`src/rtl/mem_access_unit.sv`:
```
// Data-memory initiator for the multi-cycle CPU: turns one load/store request into RD/WR strobes
// on a big-endian word-wide memory, merging sub-word stores by read-modify-write.
module mem_access_unit #(
    parameter int MEM_BYTES = 128
) (
    input  logic        clk_i,
    input  logic        rst_i,
    input  logic        start_i,
    input  logic        op_we_i,
    input  logic [1:0]  size_i,
    input  logic        sign_ext_i,
    input  logic [31:0] addr_i,
    input  logic [31:0] wdata_i,
    output logic        busy_o,
    output logic        done_o,
    output logic        error_o,
    output logic [31:0] rdata_o,
    output logic        mem_rd_o,
    output logic        mem_wr_o,
    output logic [31:0] mem_addr_o,
    output logic [31:0] mem_wdata_o,
    input  logic [31:0] mem_rdata_i
);

    // state   | meaning
    // S_IDLE  | waiting for start, request checked on accept
    // S_READ  | mem_rd asserted, read word captured on exit
    // S_WRITE | mem_wr asserted with the full word
    // S_DONE  | one-cycle done pulse, error/rdata valid
    typedef enum logic [1:0] {S_IDLE, S_READ, S_WRITE, S_DONE} state_t;

    localparam logic [31:0] MEM_LIMIT = 32'(MEM_BYTES);

    state_t      state_q;
    logic        we_q, sext_q;
    logic [1:0]  size_q, offs_q;
    logic [15:0] data_q;
    logic        busy_q, done_q, error_q, mem_rd_q, mem_wr_q;
    logic [31:0] rdata_q, mem_addr_q, mem_wdata_q;

    logic [31:0] base_d, load_d, merge_d;
    logic        acc_err_d;
    logic [7:0]  byte_lane;
    logic [15:0] half_lane;

    always_comb begin
        base_d    = {addr_i[31:2], 2'b00};
        acc_err_d = (size_i == 2'b11)
                 || (size_i == 2'b01 && addr_i[0])
                 || (size_i == 2'b10 && addr_i[1:0] != 2'b00)
                 || (base_d + 32'd3 >= MEM_LIMIT);

        case (offs_q)
            2'd0:    byte_lane = mem_rdata_i[31:24];
            2'd1:    byte_lane = mem_rdata_i[23:16];
            2'd2:    byte_lane = mem_rdata_i[15:8];
            default: byte_lane = mem_rdata_i[7:0];
        endcase
        half_lane = offs_q[1] ? mem_rdata_i[15:0] : mem_rdata_i[31:16];

        case (size_q)
            2'b00:   load_d = sext_q ? {{24{byte_lane[7]}}, byte_lane} : {24'h0, byte_lane};
            2'b01:   load_d = sext_q ? {{16{half_lane[15]}}, half_lane} : {16'h0, half_lane};
            default: load_d = mem_rdata_i;
        endcase

        // Only the addressed lane(s) change; the rest of the word comes back as read.
        merge_d = mem_rdata_i;
        if (size_q == 2'b00) begin
            case (offs_q)
                2'd0:    merge_d[31:24] = data_q[7:0];
                2'd1:    merge_d[23:16] = data_q[7:0];
                2'd2:    merge_d[15:8]  = data_q[7:0];
                default: merge_d[7:0]   = data_q[7:0];
            endcase
        end else if (offs_q[1]) begin
            merge_d[15:0] = data_q;
        end else begin
            merge_d[31:16] = data_q;
        end
    end

    always_ff @(posedge clk_i or posedge rst_i) begin
        if (rst_i) begin
            state_q     <= S_IDLE;
            we_q        <= 1'b0;
            sext_q      <= 1'b0;
            size_q      <= 2'b00;
            offs_q      <= 2'b00;
            data_q      <= 16'h0;
            busy_q      <= 1'b0;
            done_q      <= 1'b0;
            error_q     <= 1'b0;
            mem_rd_q    <= 1'b0;
            mem_wr_q    <= 1'b0;
            rdata_q     <= 32'h0;
            mem_addr_q  <= 32'h0;
            mem_wdata_q <= 32'h0;
        end else begin
            case (state_q)
                S_IDLE: begin
                    if (start_i) begin
                        we_q       <= op_we_i;
                        sext_q     <= sign_ext_i;
                        size_q     <= size_i;
                        offs_q     <= addr_i[1:0];
                        data_q     <= wdata_i[15:0];
                        mem_addr_q <= base_d;
                        error_q    <= acc_err_d;
                        if (acc_err_d) begin
                            done_q  <= 1'b1;
                            state_q <= S_DONE;
                        end else if (op_we_i && size_i == 2'b10) begin
                            mem_wdata_q <= wdata_i;
                            mem_wr_q    <= 1'b1;
                            busy_q      <= 1'b1;
                            state_q     <= S_WRITE;
                        end else begin
                            mem_rd_q <= 1'b1;
                            busy_q   <= 1'b1;
                            state_q  <= S_READ;
                        end
                    end
                end
                S_READ: begin
                    mem_rd_q <= 1'b0;
                    if (we_q) begin
                        mem_wdata_q <= merge_d;
                        mem_wr_q    <= 1'b1;
                        state_q     <= S_WRITE;
                    end else begin
                        rdata_q <= load_d;
                        busy_q  <= 1'b0;
                        done_q  <= 1'b1;
                        state_q <= S_DONE;
                    end
                end
                S_WRITE: begin
                    mem_wr_q <= 1'b0;
                    busy_q   <= 1'b0;
                    done_q   <= 1'b1;
                    state_q  <= S_DONE;
                end
                default: begin
                    done_q  <= 1'b0;
                    state_q <= S_IDLE;
                end
            endcase
        end
    end

    assign busy_o      = busy_q;
    assign done_o      = done_q;
    assign error_o     = error_q;
    assign rdata_o     = rdata_q;
    assign mem_rd_o    = mem_rd_q;
    assign mem_wr_o    = mem_wr_q;
    assign mem_addr_o  = mem_addr_q;
    assign mem_wdata_o = mem_wdata_q;

endmodule
```
`config.mk`:
```
export PLATFORM = sky130hd
export DESIGN_NAME = mem_access_unit
export DESIGN_NICKNAME = d
export VERILOG_FILES = /design/src/rtl/mem_access_unit.sv
export SDC_FILE = /design/constraint.sdc
export NUM_CORES = 1
export LEC_CHECK = 0
export BUFFER_PORTS_ARGS = -buffer_cell sky130_fd_sc_hd__buf_2
export CELL_PAD_IN_SITES_DETAIL_PLACEMENT = 2
export CELL_PAD_IN_SITES_GLOBAL_PLACEMENT = 2
export CORE_ASPECT_RATIO = 1.1
export CORE_MARGIN = 2
export CORE_UTILIZATION = 34
export DETAILED_ROUTE_END_ITERATION = 8
export GPL_TIMING_DRIVEN = 0
export PLACE_DENSITY = 0.94
export SKIP_LAST_GASP = 1
export SYNTH_ARGS = -nofsm -noshare
export SYNTH_HDL_FRONTEND = slang
export SYNTH_SLANG_ARGS = --single-unit
```
`constraint.sdc`:
```
create_clock -name clk_i -period 6.3 [get_ports clk_i]
set_input_delay 0 -clock clk_i [delete_from_list [all_inputs] [get_ports clk_i]]
set_output_delay 0 -clock clk_i [all_outputs]
set_load 0.01 [all_outputs]
```
==> flow_summary.ini, run 1 <==
[pwr]
intPower_mw = 3.04
power.share.clock_pct = 21.4
power_switching_mw = 2.32
p_total_mw = 5.36
vdd_drop_max_mv = 0.238
power.share.sequential_pct = 28.5
powerDensity_mw_per_mm2 = 593
p_leak_nw = 4.32
switching_share_pct = 43.2
comb_power_share_pct = 50.0

[floorplanning]
rows = 51
num_io_pins = 204
die_area_mm2 = 0.0192
fp.dieW_um = 132
initial_utilization_pct = 34.7
fp.dieH_um = 145
core_area_mm2 = 0.0177

[worst_setup_path]
crit_fanout = 10
worstSetupEndpointType = register
critPathKind = reg2reg
required_ns = 6.61
critPathLaunchType = register
crit_arrival_ns = 3.03

[grt]
track_usage_pct = 33.9
grt_pass1_vias = 7366
grt_max_degree = 88
antenna_found_initial = 1
globalRouteOverflowTotal = 0
grt_pass1_wl_um = 48100

[clock_tree]
cts_buffer_depth = 2
cts_made_buffers = 17
ctsResizeCount = 0
cts_sinks = 123
clk_latency_ns = 0.44
cts_root_buffer = clkbuf_16
postCtsSetupRepairBufs = 0
cts_tree = built
htree_num_levels = 4
clkTransAtPathRegs_ns = 0.07

[synth]
async_flop_share_pct = 100
synthesis.area_mm2 = 0.00614
syn_avg_cell_area_um2 = 11.3
synth_seq_cells = 123
synthDistinctLibCells = 50
synth_edf_count = 0
postSynthCellCount = 545
yosysSeqAreaShare_pct = 50.1
synth_flop_cell = dfrtp_1
yosysWarnings = 0

[sta]
slew_violations = 0
rsz0062_at_grt = no
worst_slew_pin_slew_ns = 0.810
fin_ws_ns = 3.58
fin_setup_tns_ns = 0
fin_crit_sh_pct = 43.2
slew_headroom_pct = 46.0
finalSetupViolations = 0
period_minus_slack_ns = 2.72
fin_skew_ns = 0.0138
fmax_mhz = 368
hold_viol_final = 0

[layout]
final_area_mm2 = 0.00903
nets = 962
layout-drive-gt1-share_pct = 40.1
num-fill-cells = 1780
fin_util_pct = 51.1
syn_to_final_growth_pct = 47.1

[detailed_routing]
firstDrtPassIters = 5
ant_nets = 0
viasPerCell = 5.61
drt_iter0_drc = 350
wl_per_cell_um = 28.7
vias = 6214
drc = 0
wl_um = 31800

[place]
port_buffers = 201
dpl_worst_slack_ns = 3.79
placed_area_mm2 = 0.00748
dp_hpwl_um = 18800
gp_congestion = 0.939

[status]
outcome = finished clean

[hold_path]
hold_class = in2reg

[job]
maxCapViolations = 0
[layer usage]
layer | up-vias | share of wire (%) | track usage [%] | wire length, um
met2 | 367 | 52 | 60.8 | 16500
met3 | 124 | 6.3 | 7.83 | 1990
met1 | 3148 | 36 | 35.8 | 11300
met5 | - | 0 | 0 | 0
met4 | 0 | 6.3 | 20.7 | 2010
li1 | 2575 | - | - | -
[synthesized netlist by cell type (2+ instances only)]
cell | count | area share, %
dfrtp_1 | 123 | 50
nor2_1 | 61 | 3.7
a21oi_1 | 58 | 4.7
mux2_2 | 55 | 10
nand2_1 | 39 | 2.4
mux2_4 | 30 | 7.3
mux2i_1 | 27 | 4.4
clkbuf_1 | 18 | 1.1
o21ai_0 | 18 | 1.5
a22oi_1 | 15 | 1.8
inv_1 | 9 | 0.55
a22o_1 | 8 | 1.1
buf_2 | 8 | 0.65
o22ai_1 | 8 | 0.81
o221ai_1 | 7 | 1.0
nor3_1 | 5 | 0.41
nor4_1 | 5 | 0.51
clkbuf_8 | 4 | 0.90
ha_1 | 4 | 0.81
buf_4 | 3 | 0.37
buf_6 | 3 | 0.55
a211o_1 | 2 | 0.29
a21o_1 | 2 | 0.24
a2bb2oi_1 | 2 | 0.29
nand2b_1 | 2 | 0.20
nor2b_1 | 2 | 0.20
nor3_2 | 2 | 0.33
o21ai_1 | 2 | 0.16
o31ai_1 | 2 | 0.24
[worst paths after layout]
path / from / end / slack, ns / cells after the start
worst max-delay path: state_q[1]$_DFFE_PP0N_ / rdata_o[9]$_DFFE_PP0P_ / 3.58 / 7
worst min-delay path: wdata_i[17] / mem_wdata_o[17]$_DFFE_PP0P_ / 0.03 / 4
worst max register to register: state_q[1]$_DFFE_PP0N_ / rdata_o[9]$_DFFE_PP0P_ / 3.58 / 7
worst min register to register: error_o$_DFFE_PP0P_ / error_o$_DFFE_PP0P_ / 0.49 / 2
max in group asynchronous: rst_i / mem_wdata_o[29]$_DFFE_PP0P_ / 5.42 / 4
min in group asynchronous: rst_i / mem_addr_o[26]$_DFFE_PP0P_ / 0.11 / 3
[final cells by class]
cell class                 count  area, um^2  area share (%)
inverter                      10        42.5           0.471
sequential                   123        3080            34.1
clock buffer                  19         453            5.01
multi-input combinational    377        2810            31.1
buffer                        36         219            2.42
clock inverter                13         215            2.38
timing repair buffer         290        1910            21.2
tap                          238         298            3.30
antenna                        1        2.50          0.0277
[kinds of logic (layout without fill, tap and decap cells)]
family	Yosys count	after routing	share of synthesized area [%]
AO/OA/AOI/OAI	133	133	13.7
adder cells (fa/ha/maj)	4	4	0.815
buffers and inverters	46	368	4.18
flip-flops	123	123	50.1
multiplexers	113	113	22.2
other	1	3	0.0611
AND/OR/NAND/NOR	125	125	8.92
[what timing repair did]
action	CTS	global route
hold endpoints to repair	145	0
setup endpoints to repair	0	0
hold buffers	88	0
[power groups by stage]
| stage | registers [mW] | clock network, mW | logic (mW) |
|---|---|---|---|
| after floorplan | 1.57 | 0 | 1.37 |
| after global placement | 1.44 | 0 | 2.25 |
| after detailed placement | 1.48 | 0 | 2.40 |
| after CTS | 1.48 | 1.14 | 2.53 |
| after global routing | 1.56 | 1.19 | 2.84 |
| final | 1.53 | 1.15 | 2.68 |
[per-stage QoR]
| step | instances | hold WS (ns) |
|---|---|---|
| finish | 1107 | 0.0270 |
| global route | 1107 | 0.0299 |
| floorplan | 546 | 0.138 |
| detailed placement | 986 | 0.0186 |
| CTS | 1106 | 0.00181 |
| global placement | 985 | 0.231 |
[worst max-delay path, cell delays in order, from the launching register on]
cell and delay, ns:
dfrtp_1 0.42, inv_1 0.10, ha_1 0.29, nand2b_1 0.18, clkbuf_1 0.31, nor3_2 0.55, a21oi_1 0.14, dlygate4sd3_1 0.60
[flip-flops by register name, summed over array words and instances, names as in the netlist]
name,count
rdata_o,32
we_q,1
error_o,1
busy_o,1
done_o,1
mem_wr_o,1
mem_rd_o,1
sext_q,1
offs_q,2
mem_addr_o,30
size_q,2
state_q,2
mem_wdata_o,32
data_q,16
[cells in the final DEF (no fill, tap or decap), types with 15 or more instances in the layout]
cell	instances
a22oi_1	15
dfrtp_1	123
mux2_2	55
nand2_1	39
mux2_4	30
o21ai_0	18
nor2_1	61
clkbuf_1	18
mux2i_1	27
clkbuf_16	17
a21oi_1	58
dlygate4sd3_1	88
buf_2	209
No activity file was read; power rests on OpenSTA's default activity.
==> run 2, diff against run 1 <==
--- a/config.mk
+++ b/config.mk
@@ -10,10 +10,10 @@
 export CELL_PAD_IN_SITES_GLOBAL_PLACEMENT = 2
 export CORE_ASPECT_RATIO = 1.1
 export CORE_MARGIN = 2
-export CORE_UTILIZATION = 34
+export CORE_UTILIZATION = 28
 export DETAILED_ROUTE_END_ITERATION = 8
 export GPL_TIMING_DRIVEN = 0
-export PLACE_DENSITY = 0.94
+export PLACE_DENSITY = 0.83
 export SKIP_LAST_GASP = 1
 export SYNTH_ARGS = -nofsm -noshare
 export SYNTH_HDL_FRONTEND = slang
==> constraint.sdc (replaced) <==
create_clock -name clk_i -period 2.2 [get_ports clk_i]
set_input_delay 0 -clock clk_i [delete_from_list [all_inputs] [get_ports clk_i]]
set_output_delay 0 -clock clk_i [all_outputs]
set_load 0.01 [all_outputs]
==> run 2 against run 1 <==
  * Sequential power grew to 2.8 times the previous value
  * First-iteration DRC count shrank 20%
  * Clock power grew to 2.6 times the previous value
  * Worst hold slack lost 0.00051 ns
  * Sequential share of layout area shrank 0.97 points
  * Die area grew 21%
==> flow_summary.ini, run 2 (synthesized netlist as in run 1, its figures left out) <==
[layout]
nets = 976
final_cell_mix = 208 x buf_2, 123 x dfrtp_1, 96 x dlygate4sd3_1
final_area_mm2 = 0.00930
fin_util_pct = 43.4
final_common_cell = buf_2
fin_cells = 1175
syn_to_final_growth_pct = 51.4
layout-drive-gt1-share_pct = 41.5

[sta]
period_minus_slack_ns = 2.14
fin_skew_ns = 0.0183
finalSetupViolations = 0
worst_slew_pin_slew_ns = 0.665
hold_viol_final = 0
fin_crit_sh_pct = 97.4
slew_violations = 0
fin_ws_ns = 0.0572
slew_headroom_pct = 55.7
fmax_mhz = 467
whs_ns = 0.0265

[clock_tree]
cts_root_buffer = clkbuf_16
clk_latency_ns = 0.44
htree_num_levels = 4
clkTransAtPathRegs_ns = 0.06
cts_made_buffers = 17
cts_buffer_depth = 2
cts_sinks = 123
cts_tree = built

[worst_setup_path]
crit_fanout = 9
critPathLaunchType = register
cp_top_family = compound AO/OA/AOI/OAI gates
worstSetupEndpointType = register
path_cells = buf_2 > or2_2 > a22o_1 > a22oi_1 > a21oi_1 > mux2_4
critical-path-slowest-cell = or2_2
critPathKind = reg2reg
required_ns = 2.51
crit_arrival_ns = 2.45
worst-path-buf-inv = 1
max_stage_delay_ns = 0.41

[grt]
grt_max_degree = 39
grt_pass1_wl_um = 44800
antenna_found_initial = 3
globalRouteOverflowTotal = 0
track_usage_pct = 25.6
grt_pass1_vias = 7176

[floorplanning]
num_io_pins = 204
fp.dieW_um = 145
core_area_mm2 = 0.0214
fp.dieH_um = 159
initial_utilization_pct = 28.6
die_area_mm2 = 0.0231
rows = 56

[pwr]
p_leak_nw = 4.41
vdd_drop_max_mv = 0.693
powerDensity_mw_per_mm2 = 1600

[detailed_routing]
top_layer_used = met4
wl_met2_um = 15900
wl_um = 29600
wl_per_cell_um = 25.2
vias = 5963
drt_iter0_drc = 280
ant_nets = 0
wl_met3_um = 1700
firstDrtPassIters = 4
m1WireLength_um = 11100
drc = 0
viasPerCell = 5.07

[job]
maxCapViolations = 0

[place]
port_buffers = 201
gp_congestion = 0.840
placed_area_mm2 = 0.00758
dp_cells = 1040
dp_hpwl_um = 19000
dpl_worst_slack_ns = -0.497

[hold_path]
hold_class = in2reg

[status]
outcome = finished clean
[run 2: cell types whose count changed in the layout (fill, tap and decap cells not counted), sizes merged]
| cell | change |
|---|---|
| buf | +6 |
| bufinv | -2 |
| clkbuf | +1 |
| clkinv | +3 |
| diode | +2 |
| dlygate4sd3 | +8 |
| inv | -2 |
[run 2: final cells by class]
type / instances / area, um^2
multi-input combinational: 377 / 2870
clock inverter: 12 / 146
inverter: 10 / 41.3
buffer: 35 / 243
timing repair buffer: 305 / 2090
antenna: 3 / 7.51
tap: 290 / 363
clock buffer: 20 / 457
sequential: 123 / 3080
fill: 2247 / 12100
[run 2: stage by stage]
stage	TNS (ns)	power [mW]
5_1_grt	-0.00521	15.6
3_5_place_dp	-17.74	11.1
4_1_cts	0	14.4
6_report	0	14.9
2_1_floorplan	0	8.41
3_3_place_gp	-42.86	10.7
[run 2: routing by layer]
layer	vias up	GRT usage [%]
met3	60	6.56
met2	240	47.4
met5	-	0
met4	0	10.3
li1	2607	-
met1	3056	27.6
[run 2: timing repair]
action	4_1_cts	5_1_grt
setup buffers	3	2
setup endpoints to repair	73	69
hold buffers	95	1
gates resized for setup	16	12
hold endpoints to repair	181	1
pin swaps	2	1
[run 2: final timing paths]
check / end / slack [ns] / depth (start not counted) / startpoint
setup reg to reg: mem_wdata_o[28]$_DFFE_PP0P_ / 0.06 / 6 / size_q[1]$_DFFE_PP0P_
hold / removal: mem_wdata_o[18]$_DFFE_PP0P_ / 0.03 / 4 / wdata_i[18]
max in group asynchronous: rdata_o[16]$_DFFE_PP0P_ / 1.25 / 5 / rst_i
min in group asynchronous: mem_addr_o[23]$_DFFE_PP0P_ / 0.12 / 3 / rst_i
hold reg to reg: rdata_o[3]$_DFFE_PP0P_ / 0.49 / 2 / rdata_o[3]$_DFFE_PP0P_
setup / recovery: mem_wdata_o[28]$_DFFE_PP0P_ / 0.06 / 6 / size_q[1]$_DFFE_PP0P_
[run 2: power by group]
part           leakage (nW)  internal [mW]  switching [mW]
registers              1.44           3.46           0.881
logic                  2.67           3.34            4.22
clock network         0.292           1.83            1.13
[run 2: tightest hold or removal path, cell delays in order]
cell and delay (ns):
buf_2 0.09, nor2_1 0.04, a21oi_1 0.13, mux2_4 0.17
==> run 3, diff against run 2 <==
--- a/config.mk
+++ b/config.mk
@@ -5,7 +5,7 @@
 export SDC_FILE = /design/constraint.sdc
 export NUM_CORES = 1
 export LEC_CHECK = 0
-export BUFFER_PORTS_ARGS = -buffer_cell sky130_fd_sc_hd__buf_2
+export BUFFER_PORTS_ARGS = -buffer_cell sky130_fd_sc_hd__buf_4
 export CELL_PAD_IN_SITES_DETAIL_PLACEMENT = 2
 export CELL_PAD_IN_SITES_GLOBAL_PLACEMENT = 2
 export CORE_ASPECT_RATIO = 1.1
==> run 3 against run 2 <==
  * The flow now finishes with violations (negative setup slack)
  * Die area is the same
  * Clock power decreased by 7.8%
  * Critical path depth grew 3
  * Combinational power up 7.1%
  * Sequential power barely moved
  * Final cell count grew 0.43%
  * Register-to-register slack worse by 0.02 ns
  * First-iteration DRC count grew 44%
  * Critical path type is now in2reg
  * Largest cell class unchanged
  * Largest power group unchanged
==> flow_summary.ini, run 3 (synthesized netlist as in run 1, its figures left out) <==
[status]
outcome = finished with violations
violations = negative setup slack

[layout]
fin_util_pct = 45.6
num-fill-cells = 2241
multiInputGateArea_mm2 = 0.00287
syn_to_final_growth_pct = 59.1
layout-drive-gt1-share_pct = 41.7
nets = 982
ff_latch_area_mm2 = 0.00308
fin_cells = 1180
final_common_cell = buf_4
final_cell_mix = 215 x buf_4, 123 x dfrtp_1, 97 x dlygate4sd3_1

[pwr]
power_switching_mw = 6.27
intPower_mw = 8.92
p_leak_nw = 4.57
switching_share_pct = 41.3
power.share.sequential_pct = 28.7
powerDensity_mw_per_mm2 = 1550
comb_power_share_pct = 53.4
power.share.clock_pct = 18.0
vdd_drop_max_mv = 0.700

[sta]
finalSetupViolations = 24
fin_skew_ns = 0.0170
slew_headroom_pct = 52.4
period_minus_slack_ns = 2.23
rsz0062_at_grt = yes
hold_viol_final = 0
worst_slew_pin_slew_ns = 0.712
slew_violations = 0
fin_crit_sh_pct = 101
fin_ws_ns = -0.0252
fmax_mhz = 449

[worst_setup_path]
r2r-start = size_q[1]$_DFFE_PP0P_
crit_start = addr_i[8]
crit_arrival_ns = 2.54
crit_fanout = 10
required_ns = 2.51
critPathKind = in2reg
worstSetupEndpointType = register
critPathLaunchType = input pin

[hold_path]
hold_class = in2reg
hp-start = wdata_i[16]

[place]
dp_hpwl_um = 18700
port_buffers = 201
dp_cells = 1040
gp_congestion = 0.850

[detailed_routing]
wl_per_cell_um = 25.3
wl_um = 29800
drc = 0
ant_nets = 0
vias = 5962
viasPerCell = 5.05
firstDrtPassIters = 4
drt_iter0_drc = 404

[clock_tree]
cts_root_buffer = clkbuf_16
cts_buffer_depth = 2
clk_latency_ns = 0.44
cts_sinks = 123
cts_tree = built
cts_made_buffers = 17
clkTransAtPathRegs_ns = 0.06
htree_num_levels = 4

[job]
maxCapViolations = 0

[grt]
grt_pass1_wl_um = 45100
antenna_found_initial = 2
grt_max_degree = 36
grt_pass1_vias = 7094
globalRouteOverflowTotal = 0
track_usage_pct = 25.5

[floorplanning]
fp.dieH_um = 159
core_area_mm2 = 0.0214
fp.dieW_um = 145
rows = 56
die_area_mm2 = 0.0231
num_io_pins = 204
initial_utilization_pct = 28.6
run 3: changes by cell type in the layout (fill, tap and decap cells not counted), moves of 2 or more:
| cell | change |
|---|---|
| a22oi_1 | -2 |
| bufinv_16 | -2 |
| clkbuf_1 | +3 |
| buf_2 | -201 |
| buf_4 | +209 |
| a22oi_2 | +2 |
run 3: layout make-up:
cell class	instances	share of cell area [%]
timing repair buffer	312	26.8
clock buffer	23	4.79
inverter	10	0.461
clock inverter	8	0.717
sequential	123	31.5
multi-input combinational	377	29.4
tap	290	3.71
buffer	34	2.50
antenna	3	0.0768
run 3: power by group through the flow:
stage,clock network [mW],registers [mW],logic (mW)
6_report,2.73,4.36,8.10
5_1_grt,2.84,4.48,8.66
4_1_cts,2.72,4.26,7.61
3_5_place_dp,0,4.26,7.35
3_3_place_gp,0,4.17,7.10
2_1_floorplan,0,4.49,3.93
run 3: what timing repair did:
action	in CTS	in global routing
cloned	0	0
endpoints found under the setup margin	72	82
endpoints found under the hold margin	125	0
gates resized for setup	9	21
pin swaps	1	4
setup buffers	1	10
hold buffers	97	0
run 3: path summary, 6_finish.rpt:
path                                               end  slack [ns]  cells past startpoint
setup / recovery            mem_wdata_o[4]$_DFFE_PP0P_       -0.03                      9
hold reg to reg                rdata_o[15]$_DFFE_PP0P_        0.48                      2
min in group asynchronous   mem_addr_o[25]$_DFFE_PP0P_        0.25                      3
max in group asynchronous      rdata_o[22]$_DFFE_PP0P_        1.05                      5
setup reg to reg            mem_wdata_o[6]$_DFFE_PP0P_        0.04                      7
hold / removal             mem_wdata_o[16]$_DFFE_PP0P_       0.004                      4
run 3: metrics by stage:
step	setup TNS, ns	power [mW]	instance area, um^2	worst slack [ns]	hold slack, ns
2_1_floorplan	0	8.41	6150	0.274	0.138
3_3_place_gp	-47.89	11.3	8020	-0.326	0.233
3_5_place_dp	-15.54	11.6	8080	-0.427	0.145
4_1_cts	0	14.6	9610	0.00399	0.00881
5_1_grt	-0.451	16.0	9770	-0.0372	0.0163
6_report	-0.213	15.2	9770	-0.0252	0.00365
run 3: layer usage:
layer  share of wire [%]  vias to the layer above  global-route usage [%]
met5                   0                        -                       0
met3                 6.4                       50                    7.48
met1                  38                     3047                    28.4
li1                    -                     2615                       -
met2                  53                      250                    46.3
met4                 2.9                        0                    9.18
run 3: worst max-delay path, cell delays in order:
cell           delay, ns
dlygate4sd3_1       0.56
buf_4               0.16
nor4_1              0.43
nand4_1             0.36
nor3_4              0.20
buf_4               0.19
a21oi_4             0.12
buf_8               0.19
mux2_4              0.31
